**config.mk**
```make
export PLATFORM = sky130hd
export DESIGN_NAME = uart_rx_ctrl_flat
export DESIGN_NICKNAME = d
export VERILOG_FILES = /design/src/rtl/uart_pkg.sv /design/src/rtl/uart_rx_ctrl_if.sv /design/src/rtl/uart_rx_fifo.sv /design/src/rtl/uart_rx_ctrl.sv /design/src/flat_wrapper.sv
export SDC_FILE = /design/constraint.sdc
export NUM_CORES = 1
export LEC_CHECK = 0
export BUFFER_PORTS_ARGS = -buffer_cell sky130_fd_sc_hd__buf_2
export CAP_MARGIN = 20
export CELL_PAD_IN_SITES_DETAIL_PLACEMENT = 0
export CELL_PAD_IN_SITES_GLOBAL_PLACEMENT = 1
export CORE_ASPECT_RATIO = 1.5
export CORE_MARGIN = 3
export CORE_UTILIZATION = 30
export DETAILED_ROUTE_END_ITERATION = 12
export PLACE_DENSITY = 0.64
export SYNTH_ARGS = -nofsm -noshare
export SYNTH_HDL_FRONTEND = slang
export SYNTH_SLANG_ARGS = --single-unit
export TNS_END_PERCENT = 50
```
**constraint.sdc**
```tcl
create_clock -name r_clk -period 2.85 [get_ports r_clk]
set_input_delay 0.285 -clock r_clk [delete_from_list [all_inputs] [get_ports r_clk]]
set_output_delay 0.285 -clock r_clk [all_outputs]
set_load 0.01 [all_outputs]
```
**src/rtl/uart_pkg.sv**
```systemverilog
// Shared constants and FSM encoding for the UART RX controller.
// Register offsets, STATUS/CTRL bit positions, controller states.
package uart_pkg;

  localparam logic [1:0] REG_DATA   = 2'd0;
  localparam logic [1:0] REG_STATUS = 2'd1;
  localparam logic [1:0] REG_CTRL   = 2'd2;
  localparam logic [1:0] REG_DIV    = 2'd3;

  localparam int STAT_OVR   = 8;
  localparam int STAT_FULL  = 7;
  localparam int STAT_EMPTY = 6;

  localparam int CTRL_EN    = 0;
  localparam int CTRL_IRQ   = 1;
  localparam int CTRL_FLUSH = 2;

  typedef enum logic [1:0] {
    OFF = 2'd0,
    ARM = 2'd1,
    RUN = 2'd2
  } rx_ctrl_state_e;

endpackage

```
**src/rtl/uart_rx_ctrl_if.sv**
```systemverilog
// Peripheral bus bundle between the core and the UART RX controller.
// master: sel/we/addr/wdata out, rdata/ready in; slave: the reverse.
interface uart_rx_ctrl_if;

  logic        sel;
  logic        we;
  logic [1:0]  addr;
  logic [31:0] wdata;
  logic [31:0] rdata;
  logic        ready;

  modport master (
    output sel, we, addr, wdata,
    input  rdata, ready
  );

  modport slave (
    input  sel, we, addr, wdata,
    output rdata, ready
  );

endinterface

```
**src/rtl/uart_rx_fifo.sv**
```systemverilog
// Synchronous byte FIFO: push/pop/flush in; head, full, empty, count out.
// Read-first on push+pop, so a full FIFO accepts a push alongside a pop.
module uart_rx_fifo #(
  parameter  int FIFO_DEPTH = 8,
  localparam int AW = $clog2(FIFO_DEPTH),
  localparam int CW = AW + 1
) (
  input  logic          clk,
  input  logic          rst_n,
  input  logic          push_i,
  input  logic          pop_i,
  input  logic          flush_i,
  input  logic [7:0]    din_i,
  output logic [7:0]    dout_o,
  output logic          full_o,
  output logic          empty_o,
  output logic [CW-1:0] count_o
);

  logic [7:0]    mem_q [FIFO_DEPTH];
  logic [AW-1:0] wr_q;
  logic [AW-1:0] rd_q;
  logic [CW-1:0] cnt_q;
  logic          do_push;
  logic          do_pop;

  assign full_o  = (cnt_q == CW'(FIFO_DEPTH));
  assign empty_o = (cnt_q == '0);
  assign count_o = cnt_q;
  assign dout_o  = mem_q[rd_q];

  assign do_pop  = pop_i && !empty_o;
  assign do_push = push_i && (!full_o || do_pop);

  always_ff @(posedge clk) begin
    if (do_push && !flush_i)
      mem_q[wr_q] <= din_i;
  end

  always_ff @(posedge clk or negedge rst_n) begin
    if (!rst_n) begin
      wr_q  <= '0;
      rd_q  <= '0;
      cnt_q <= '0;
    end else if (flush_i) begin
      wr_q  <= '0;
      rd_q  <= '0;
      cnt_q <= '0;
    end else begin
      if (do_push)
        wr_q <= wr_q + 1'b1;
      if (do_pop)
        rd_q <= rd_q + 1'b1;
      cnt_q <= cnt_q + CW'(do_push) - CW'(do_pop);
    end
  end

endmodule

```
**src/rtl/uart_rx_ctrl.sv**
```systemverilog
// UART RX controller: baud divider, OFF/ARM/RUN gating, RX FIFO, bus regs.
// Ports: r_clk, reset (async low), rx_byte/rx_valid in, rx_enable,
// baud_tick, irq out, bus (slave modport). UART_RX_IRQ_EN enables irq.
module uart_rx_ctrl
  import uart_pkg::*;
#(
  parameter int FIFO_DEPTH = 8,
  parameter int DIV_W      = 16
) (
  input  logic         r_clk,
  input  logic         reset,
  input  logic [7:0]   rx_byte,
  input  logic         rx_valid,
  output logic         rx_enable,
  output logic         baud_tick,
  uart_rx_ctrl_if.slave bus,
  output logic         irq
);

  localparam int CW = $clog2(FIFO_DEPTH) + 1;

  rx_ctrl_state_e state_q, state_d;

  logic [DIV_W-1:0] div_q, div_d;
  logic [DIV_W-1:0] cnt_q, cnt_d;
  logic             en_q, en_d;
  logic             flush_q, flush_d;
  logic             ovr_q, ovr_d;
  logic             ready_q;
  logic [31:0]      rdata_q, rdata_d;
  logic             irq_en_rd;

  logic          rd, wr;
  logic          wr_stat, wr_ctrl, wr_div;
  logic          push, pop;
  logic [7:0]    head;
  logic          full, empty;
  logic [CW-1:0] count;
  logic          unused_w;

  assign rd      = bus.sel && !bus.we;
  assign wr      = bus.sel && bus.we;
  assign wr_stat = wr && (bus.addr == REG_STATUS);
  assign wr_ctrl = wr && (bus.addr == REG_CTRL);
  assign wr_div  = wr && (bus.addr == REG_DIV);
  assign unused_w = ^bus.wdata;

  assign en_d    = wr_ctrl ? bus.wdata[CTRL_EN] : en_q;
  assign div_d   = wr_div ? bus.wdata[DIV_W-1:0] : div_q;
  assign flush_d = wr_ctrl && bus.wdata[CTRL_FLUSH];

  // A pending flush wins over a byte arriving in the same cycle.
  assign pop  = rd && (bus.addr == REG_DATA) && !empty;
  assign push = rx_valid && (state_q == RUN) && !flush_q;

  always_comb begin
    ovr_d = ovr_q;
    if (wr_stat && bus.wdata[STAT_OVR])
      ovr_d = 1'b0;
    if (push && full && !pop)
      ovr_d = 1'b1;
  end

  uart_rx_fifo #(
    .FIFO_DEPTH(FIFO_DEPTH)
  ) u_fifo (
    .clk     (r_clk),
    .rst_n   (reset),
    .push_i  (push),
    .pop_i   (pop),
    .flush_i (flush_q),
    .din_i   (rx_byte),
    .dout_o  (head),
    .full_o  (full),
    .empty_o (empty),
    .count_o (count)
  );

  // Transitions follow the register values being written this cycle.
  always_comb begin
    state_d = state_q;
    unique case (state_q)
      OFF: if (en_d) state_d = ARM;
      ARM: begin
        if (!en_d)
          state_d = OFF;
        else if (div_d != '0)
          state_d = RUN;
      end
      RUN: begin
        if (!en_d || div_d == '0)
          state_d = OFF;
      end
      default: state_d = OFF;
    endcase
  end

  assign rx_enable = (state_q == RUN);
  assign baud_tick = (state_q == RUN) && (div_q != '0)
                   && (cnt_q == div_q - 1'b1);

  always_comb begin
    cnt_d = '0;
    if (state_q == RUN && !wr_div && !baud_tick)
      cnt_d = cnt_q + 1'b1;
  end

  always_comb begin
    rdata_d = '0;
    if (rd) begin
      unique case (1'b1)
        (bus.addr == REG_DATA):
          rdata_d = {24'b0, empty ? 8'h00 : head};
        (bus.addr == REG_STATUS):
          rdata_d = {23'b0, ovr_q, full, empty,
                     1'b0, 5'(count)};
        (bus.addr == REG_CTRL):
          rdata_d = {29'b0, 1'b0, irq_en_rd, en_q};
        default:
          rdata_d = 32'(div_q);
      endcase
    end
  end

  always_ff @(posedge r_clk or negedge reset) begin
    if (!reset) begin
      state_q <= OFF;
      div_q   <= '0;
      cnt_q   <= '0;
      en_q    <= 1'b0;
      flush_q <= 1'b0;
      ovr_q   <= 1'b0;
      ready_q <= 1'b0;
      rdata_q <= '0;
    end else begin
      state_q <= state_d;
      div_q   <= div_d;
      cnt_q   <= cnt_d;
      en_q    <= en_d;
      flush_q <= flush_d;
      ovr_q   <= ovr_d;
      ready_q <= bus.sel;
      rdata_q <= rdata_d;
    end
  end

  assign bus.ready = ready_q;
  assign bus.rdata = rdata_q;

`ifdef UART_RX_IRQ_EN
  logic irq_en_q;
  logic irq_q;

  assign irq_en_rd = irq_en_q;
  assign irq       = irq_q;

  always_ff @(posedge r_clk or negedge reset) begin
    if (!reset) begin
      irq_en_q <= 1'b0;
      irq_q    <= 1'b0;
    end else begin
      if (wr_ctrl)
        irq_en_q <= bus.wdata[CTRL_IRQ];
      irq_q <= irq_en_q && (!empty || ovr_q);
    end
  end
`else
  assign irq_en_rd = 1'b0;
  assign irq       = 1'b0;
`endif

endmodule

```
**src/flat_wrapper.sv**
```systemverilog
// flat-port wrapper written by rule: the top's interface ports become plain ports
module uart_rx_ctrl_flat import uart_pkg::*;
#(
  parameter int FIFO_DEPTH = 8,
  parameter int DIV_W      = 16
)
  (r_clk, reset, rx_byte, rx_valid, rx_enable, baud_tick, irq, bus_sel, bus_we, bus_addr, bus_wdata, bus_rdata, bus_ready);
  uart_rx_ctrl_if bus_i ();
  input  logic r_clk;
  input  logic reset;
  input  logic [7:0] rx_byte;
  input  logic rx_valid;
  output logic rx_enable;
  output logic baud_tick;
  output logic irq;
  input wire logic [$bits(bus_i.sel)-1:0] bus_sel;
  input wire logic [$bits(bus_i.we)-1:0] bus_we;
  input wire logic [$bits(bus_i.addr)-1:0] bus_addr;
  input wire logic [$bits(bus_i.wdata)-1:0] bus_wdata;
  output wire logic [$bits(bus_i.rdata)-1:0] bus_rdata;
  output wire logic [$bits(bus_i.ready)-1:0] bus_ready;
  assign bus_i.sel = bus_sel;
  assign bus_i.we = bus_we;
  assign bus_i.addr = bus_addr;
  assign bus_i.wdata = bus_wdata;
  assign bus_rdata = bus_i.rdata;
  assign bus_ready = bus_i.ready;
  uart_rx_ctrl #(.FIFO_DEPTH(FIFO_DEPTH), .DIV_W(DIV_W)) u_core (.r_clk(r_clk), .reset(reset), .rx_byte(rx_byte), .rx_valid(rx_valid), .rx_enable(rx_enable), .baud_tick(baud_tick), .bus(bus_i), .irq(irq));
endmodule
```
==> report_table.html <==
<table>
<tr><th>Metric</th><th>Value</th></tr>
<tr><th colspan="2">Run status</th></tr>
<tr><td>Run status</td><td>complete, but fails checks</td></tr>
<tr><td>Violated checks</td><td>negative setup slack</td></tr>
<tr><th colspan="2">Layout</th></tr>
<tr><td>Number of fill cells in the layout</td><td>1,977</td></tr>
<tr><td>Highest-count cells in the layout ignoring fill and taps</td><td>dfrtp_1 (64), edfxtp_1 (64), nand2_1 (55)</td></tr>
<tr><td>Cell Count, Final, Fillers Out</td><td>roughly 860</td></tr>
<tr><td>Area taken by multi-input logic gates</td><td>approximately 2500 µm²</td></tr>
<tr><td>Area Growth Syn to Fin</td><td>22.2%</td></tr>
<tr><td>FF/Latch Area</td><td>between 3000 and 4000 µm²</td></tr>
<tr><td>Ant diodes</td><td>0</td></tr>
<tr><td>Final nets</td><td>640</td></tr>
<tr><td>Layout cells sized above 1</td><td>between 20 and 30%</td></tr>
<tr><th colspan="2">Clocking</th></tr>
<tr><td>Skew-Pair Late Insertion Delay</td><td>between 0.4 and 0.5 ns</td></tr>
<tr><td>H-tree levels</td><td>4</td></tr>
<tr><td>Clock Sink Count</td><td>between 100 and 150</td></tr>
<tr><td>Clock Tree Buf Depth</td><td>2</td></tr>
<tr><td>Setup fix buffers added after clock tree synthesis</td><td>0</td></tr>
<tr><td>TritonCTS clock tree</td><td>built</td></tr>
<tr><td>Clock input transition at the sequential cells of the worst setup and hold paths</td><td>approximately 0.06 ns</td></tr>
<tr><td>Cts bufs inserted</td><td>17</td></tr>
<tr><td>Clk Tree Root Cell</td><td>clkbuf_16</td></tr>
<tr><th colspan="2">Yosys</th></tr>
<tr><td>Combinational family with the most area after synthesis</td><td>simple AND/OR/NAND/NOR gates</td></tr>
<tr><td>Multiplexer share of the synthesized area</td><td>under 10%</td></tr>
<tr><td>Most used flip-flop cell after synthesis</td><td>edfxtp_1</td></tr>
<tr><td>Area share of the largest cell type after synthesis</td><td>around 31%</td></tr>
<tr><td>Post-Synthesis Cell Area</td><td>6220 µm²</td></tr>
<tr><td>Post-Synthesis Mean Instance Area</td><td>~12 µm²</td></tr>
<tr><td>Number of standard cells after synthesis</td><td>500</td></tr>
<tr><td>Top cells by area in the synthesized netlist</td><td>edfxtp_1 (31%), dfrtp_1 (26%), mux4_2 (5.8%)</td></tr>
<tr><td>Simple-gate share of the synthesized area</td><td>~17%</td></tr>
<tr><td>Parity-gate share of the synthesized area counting xor and xnor cells</td><td>roughly 5%</td></tr>
<tr><td>Number of storage elements in the synthesis netlist</td><td>between 100 and 150</td></tr>
<tr><td>Portion of the post-synthesis area used by sequential elements</td><td>between 50% and 60%</td></tr>
<tr><td>Post-synth top area cell</td><td>edfxtp_1</td></tr>
<tr><td>Share of synthesized cell area in full adder, half adder and majority cells</td><td>2.33%</td></tr>
<tr><td>Synth Warn #</td><td>0</td></tr>
<tr><td>Number of distinct library cells after synthesis</td><td>59</td></tr>
<tr><td>Proportion of register bits with asynchronous set or reset after synthesis</td><td>between 50% and 60%</td></tr>
<tr><td>EDFF count, synth</td><td>64</td></tr>
<tr><td>Fraction of the mapped netlist area in compound gates</td><td>~5.1%</td></tr>
<tr><th colspan="2">Setup path</th></tr>
<tr><td>Standard cell with the maximum stage delay on the critical path</td><td>or4_4</td></tr>
<tr><td>Nature of the critical path endpoint</td><td>output port</td></tr>
<tr><td>Kind of cell with the highest combined delay on the critical path</td><td>simple AND/OR/NAND/NOR gates</td></tr>
<tr><td>Top cell by count, worst path</td><td>mux2i_1</td></tr>
<tr><td>Max incr delay on CP</td><td>approximately 0.53 ns</td></tr>
<tr><td>Critical path start-end classification</td><td>reg2out</td></tr>
<tr><td>Reg2Reg Depth</td><td>9</td></tr>
<tr><td>Required time at the worst-slack endpoint</td><td>about 2.6 ns</td></tr>
<tr><td>Type of origin of the critical path</td><td>register</td></tr>
<tr><td>Number of buffers and inverters on the critical path</td><td>2</td></tr>
<tr><td>Setup slack of the worst register-to-register path</td><td>between 0.2 and 0.25 ns</td></tr>
<tr><td>Maximum fanout count along the critical path</td><td>2</td></tr>
<tr><td>Endpoint of the worst-slack reg-to-reg timing path</td><td>u_core.cnt_q[3]$_DFF_PN0_</td></tr>
<tr><td>Crit path arrival time</td><td>around 2.8 ns</td></tr>
<tr><td>Crit path cell chain</td><td>inv_2 -&gt; ha_4 -&gt; nor2b_4 -&gt; nand2_2 -&gt; or3_4 -&gt; mux2i_1 -&gt; mux2i_1 -&gt; or4_4 -&gt; nor4_2 -&gt; buf_2</td></tr>
<tr><td>Reg-to-Reg Start</td><td>u_core.div_q[2]$_DFF_PN0_</td></tr>
<tr><th colspan="2">Routing</th></tr>
<tr><td>Per-cell routed wire length</td><td>~17 µm</td></tr>
<tr><td>DRC violations left</td><td>0</td></tr>
<tr><td>Initial drt markers</td><td>roughly 210</td></tr>
<tr><td>Vias</td><td>between 4,000 and 5,000</td></tr>
<tr><td>Iteration count of the initial detailed-routing pass</td><td>5</td></tr>
<tr><td>Total length of routed wires</td><td>between 10,000 and 15,000 µm</td></tr>
<tr><td>Number of nets with antenna violations after routing</td><td>0</td></tr>
<tr><td>Drt via density</td><td>a little under 5</td></tr>
<tr><th colspan="2">Pwr</th></tr>
<tr><td>Leakage power figure</td><td>3.11 nW</td></tr>
<tr><td>Share of power burned in the clock network</td><td>a little under two fifths</td></tr>
<tr><td>Switch Pwr</td><td>1.85 mW</td></tr>
<tr><td>Combinational cell fraction of total power</td><td>between 20% and 30%</td></tr>
<tr><td>Pwr Density</td><td>799 nW/µm²</td></tr>
<tr><td>Internal portion of total power</td><td>around 4.2 mW</td></tr>
<tr><td>Net switching fraction of the power</td><td>30.4%</td></tr>
<tr><td>Max IR drop VDD</td><td>just under 0.0006 V</td></tr>
<tr><td>Share of total power in sequential cells</td><td>roughly two fifths</td></tr>
<tr><th colspan="2">STA</th></tr>
<tr><td>Number of setup violations in the final report</td><td>1</td></tr>
<tr><td>Worst Clk Skew</td><td>~0.009 ns</td></tr>
<tr><td>Final total negative setup slack</td><td>-0.274 ns</td></tr>
<tr><td>Least-Margin Pin Slew</td><td>0.822 ns</td></tr>
<tr><td>Final-report max-slew violation count</td><td>0</td></tr>
<tr><td>Max Clock Freq</td><td>about 320 MHz</td></tr>
<tr><td>Relative slew margins</td><td>45.2%</td></tr>
<tr><td>Post-layout minimum cycle time</td><td>between 3 and 4 ns</td></tr>
<tr><td>Post-route setup slack</td><td>-0.274 ns</td></tr>
<tr><td>Final worst-path cycle share</td><td>110%</td></tr>
<tr><td>Unrepaired setup endpoints after global routing</td><td>true</td></tr>
<tr><td>Final count of hold timing violations</td><td>0</td></tr>
<tr><th colspan="2">Die</th></tr>
<tr><td>Die Footprint</td><td>22,500 µm²</td></tr>
<tr><td>Placeable core area</td><td>20,100 µm²</td></tr>
<tr><td>Die height</td><td>around 180 µm</td></tr>
<tr><td>Horizontal die dimension</td><td>approximately 120 µm</td></tr>
<tr><td>Number of placed I/O pins</td><td>83</td></tr>
<tr><td>Number of core rows</td><td>63</td></tr>
<tr><td>Effective utilization at floorplan</td><td>30.9%</td></tr>
<tr><th colspan="2">Place</th></tr>
<tr><td>Number of cells after detailed placement</td><td>between 800 and 900</td></tr>
<tr><td>Number of I/O port buffers</td><td>49</td></tr>
<tr><td>Worst slack, placed</td><td>around 0.044 ns</td></tr>
<tr><td>GP Congestion</td><td>0.901</td></tr>
<tr><td>Dpl hpwl</td><td>roughly 11,000 µm</td></tr>
<tr><th colspan="2">Min path</th></tr>
<tr><td>WHS Path Cells</td><td>3</td></tr>
<tr><td>Hold Path End</td><td>u_core.div_q[15]$_DFF_PN0_</td></tr>
<tr><td>Hold Path Origin</td><td>bus_wdata[15]</td></tr>
<tr><td>Worst min-delay path class</td><td>in2reg</td></tr>
<tr><th colspan="2">Global route</th></tr>
<tr><td>Vias in the first global route</td><td>4,257</td></tr>
<tr><td>First-pass GRT wire length</td><td>between 20,000 and 25,000 µm</td></tr>
<tr><td>Overall track demand over capacity in global routing</td><td>between 10% and 20%</td></tr>
<tr><td>Antenna violations before repair</td><td>0</td></tr>
<tr><td>Total congestion overflow</td><td>0</td></tr>
<tr><td>Pin count of the biggest net entering global routing</td><td>34</td></tr>
<tr><th colspan="2">Job</th></tr>
<tr><td>MaxCap Viol Count</td><td>0</td></tr>
</table>
## logic make-up after synthesis
logic type / after synthesis
compound gates: 48
xor+xnor: 36
fa+ha+maj: 11
buf+inv: 55
flops: 128
mux: 35
other cells: 1
simple gates: 186
## sequential cells by signal, summed over array words and instances (netlist names)
register / count
u_core.en_q: 1
u_core.u_fifo.wr_q: 3
u_core.u_fifo.rd_q: 3
u_core.cnt_q: 16
u_core.div_q: 16
u_core.u_fifo.count_o: 4
u_core.state_q: 2
u_core.u_fifo.mem_q: 64
u_core.ovr_q: 1
u_core.bus.rdata: 16
u_core.flush_q: 1
u_core.bus.ready: 1
## power groups by stage
stage               Sequential, mW  Clock, mW  Combinational [mW]
finish                        2.38       2.27                1.43
global route                  2.42       2.40                1.59
CTS                           2.38       2.31                1.45
detailed placement            2.42          0                1.42
global placement              2.41          0                1.40
floorplan                     2.30          0                1.06
## worst reg2reg max path: cells and delay by family (launching register included)
kind                   cells  cell delay [ns]
and+or+nand+nor            4             1.04
DFF                        1             0.47
buffers and inverters      2             0.40
muxes                      1             0.33
AOI/OAI and AO/OA          2             0.25
## routing by layer
metal  track usage, %  vias to the layer above  wire length (µm)
met5                0                        -                 0
met4             5.37                        0               482
met3             2.54                       32               535
met2             24.7                      111              7980
met1             16.0                     2028              5930
li1                 -                     1942                 -
## cell type report
class / instances / area share [%]
Clock inverter: 15 / 2.58
Sequential cell: 128 / 46.3
Multi-Input combinational cell: 333 / 33.1
Tap cell: 260 / 4.28
Timing Repair Buffer: 88 / 7.44
Inverter: 14 / 0.691
Clock buffer: 17 / 5.60
## Yosys cell counts (13+ instances only)
| cell type | n |
|---|---|
| buf_4 | 18 |
| clkbuf_1 | 19 |
| dfrtp_1 | 64 |
| edfxtp_1 | 64 |
| inv_1 | 14 |
| mux2i_1 | 17 |
| mux4_2 | 16 |
| nand2_1 | 56 |
| nand3_1 | 13 |
| nor2_1 | 30 |
| o21ai_0 | 20 |
| xnor2_1 | 15 |
| xor2_1 | 21 |
## worst max path at each step
stage          cells past startpoint  slack, ns                       from         to
3_3_place_gp                      10       0.05  u_core.div_q[0]$_DFF_PN0_  baud_tick
2_1_floorplan                      9       0.03  u_core.div_q[0]$_DFF_PN0_  baud_tick
6_report                          10      -0.27  u_core.div_q[0]$_DFF_PN0_  baud_tick
3_5_place_dp                      10       0.04  u_core.div_q[0]$_DFF_PN0_  baud_tick
5_1_grt                           10      -0.36  u_core.div_q[0]$_DFF_PN0_  baud_tick
4_1_cts                            7      -0.27  u_core.div_q[6]$_DFF_PN0_  baud_tick
## through the flow
| stage | cell area, µm² | hold WS, ns | power [mW] | util (%) |
|---|---|---|---|---|
| floorplan | 6290 | -0.0106 | 3.37 | - |
| global placement | 6940 | 0.399 | 3.81 | 34.5 |
| detailed placement | 6940 | 0.423 | 3.84 | 34.5 |
| CTS | 7600 | 0.0718 | 6.15 | 37.8 |
| global route | 7600 | 0.0749 | 6.40 | 37.8 |
| finish | 7600 | 0.0839 | 6.08 | 37.8 |
## what timing repair did
action                                 CTS  global route
gates resized for setup                  9             1
endpoints found under the hold margin   31             0
hold buffers                             1             0
pin swaps                                6             0
setup endpoints to repair                1             1
Note: power is estimated with default switching activity, not from simulation.
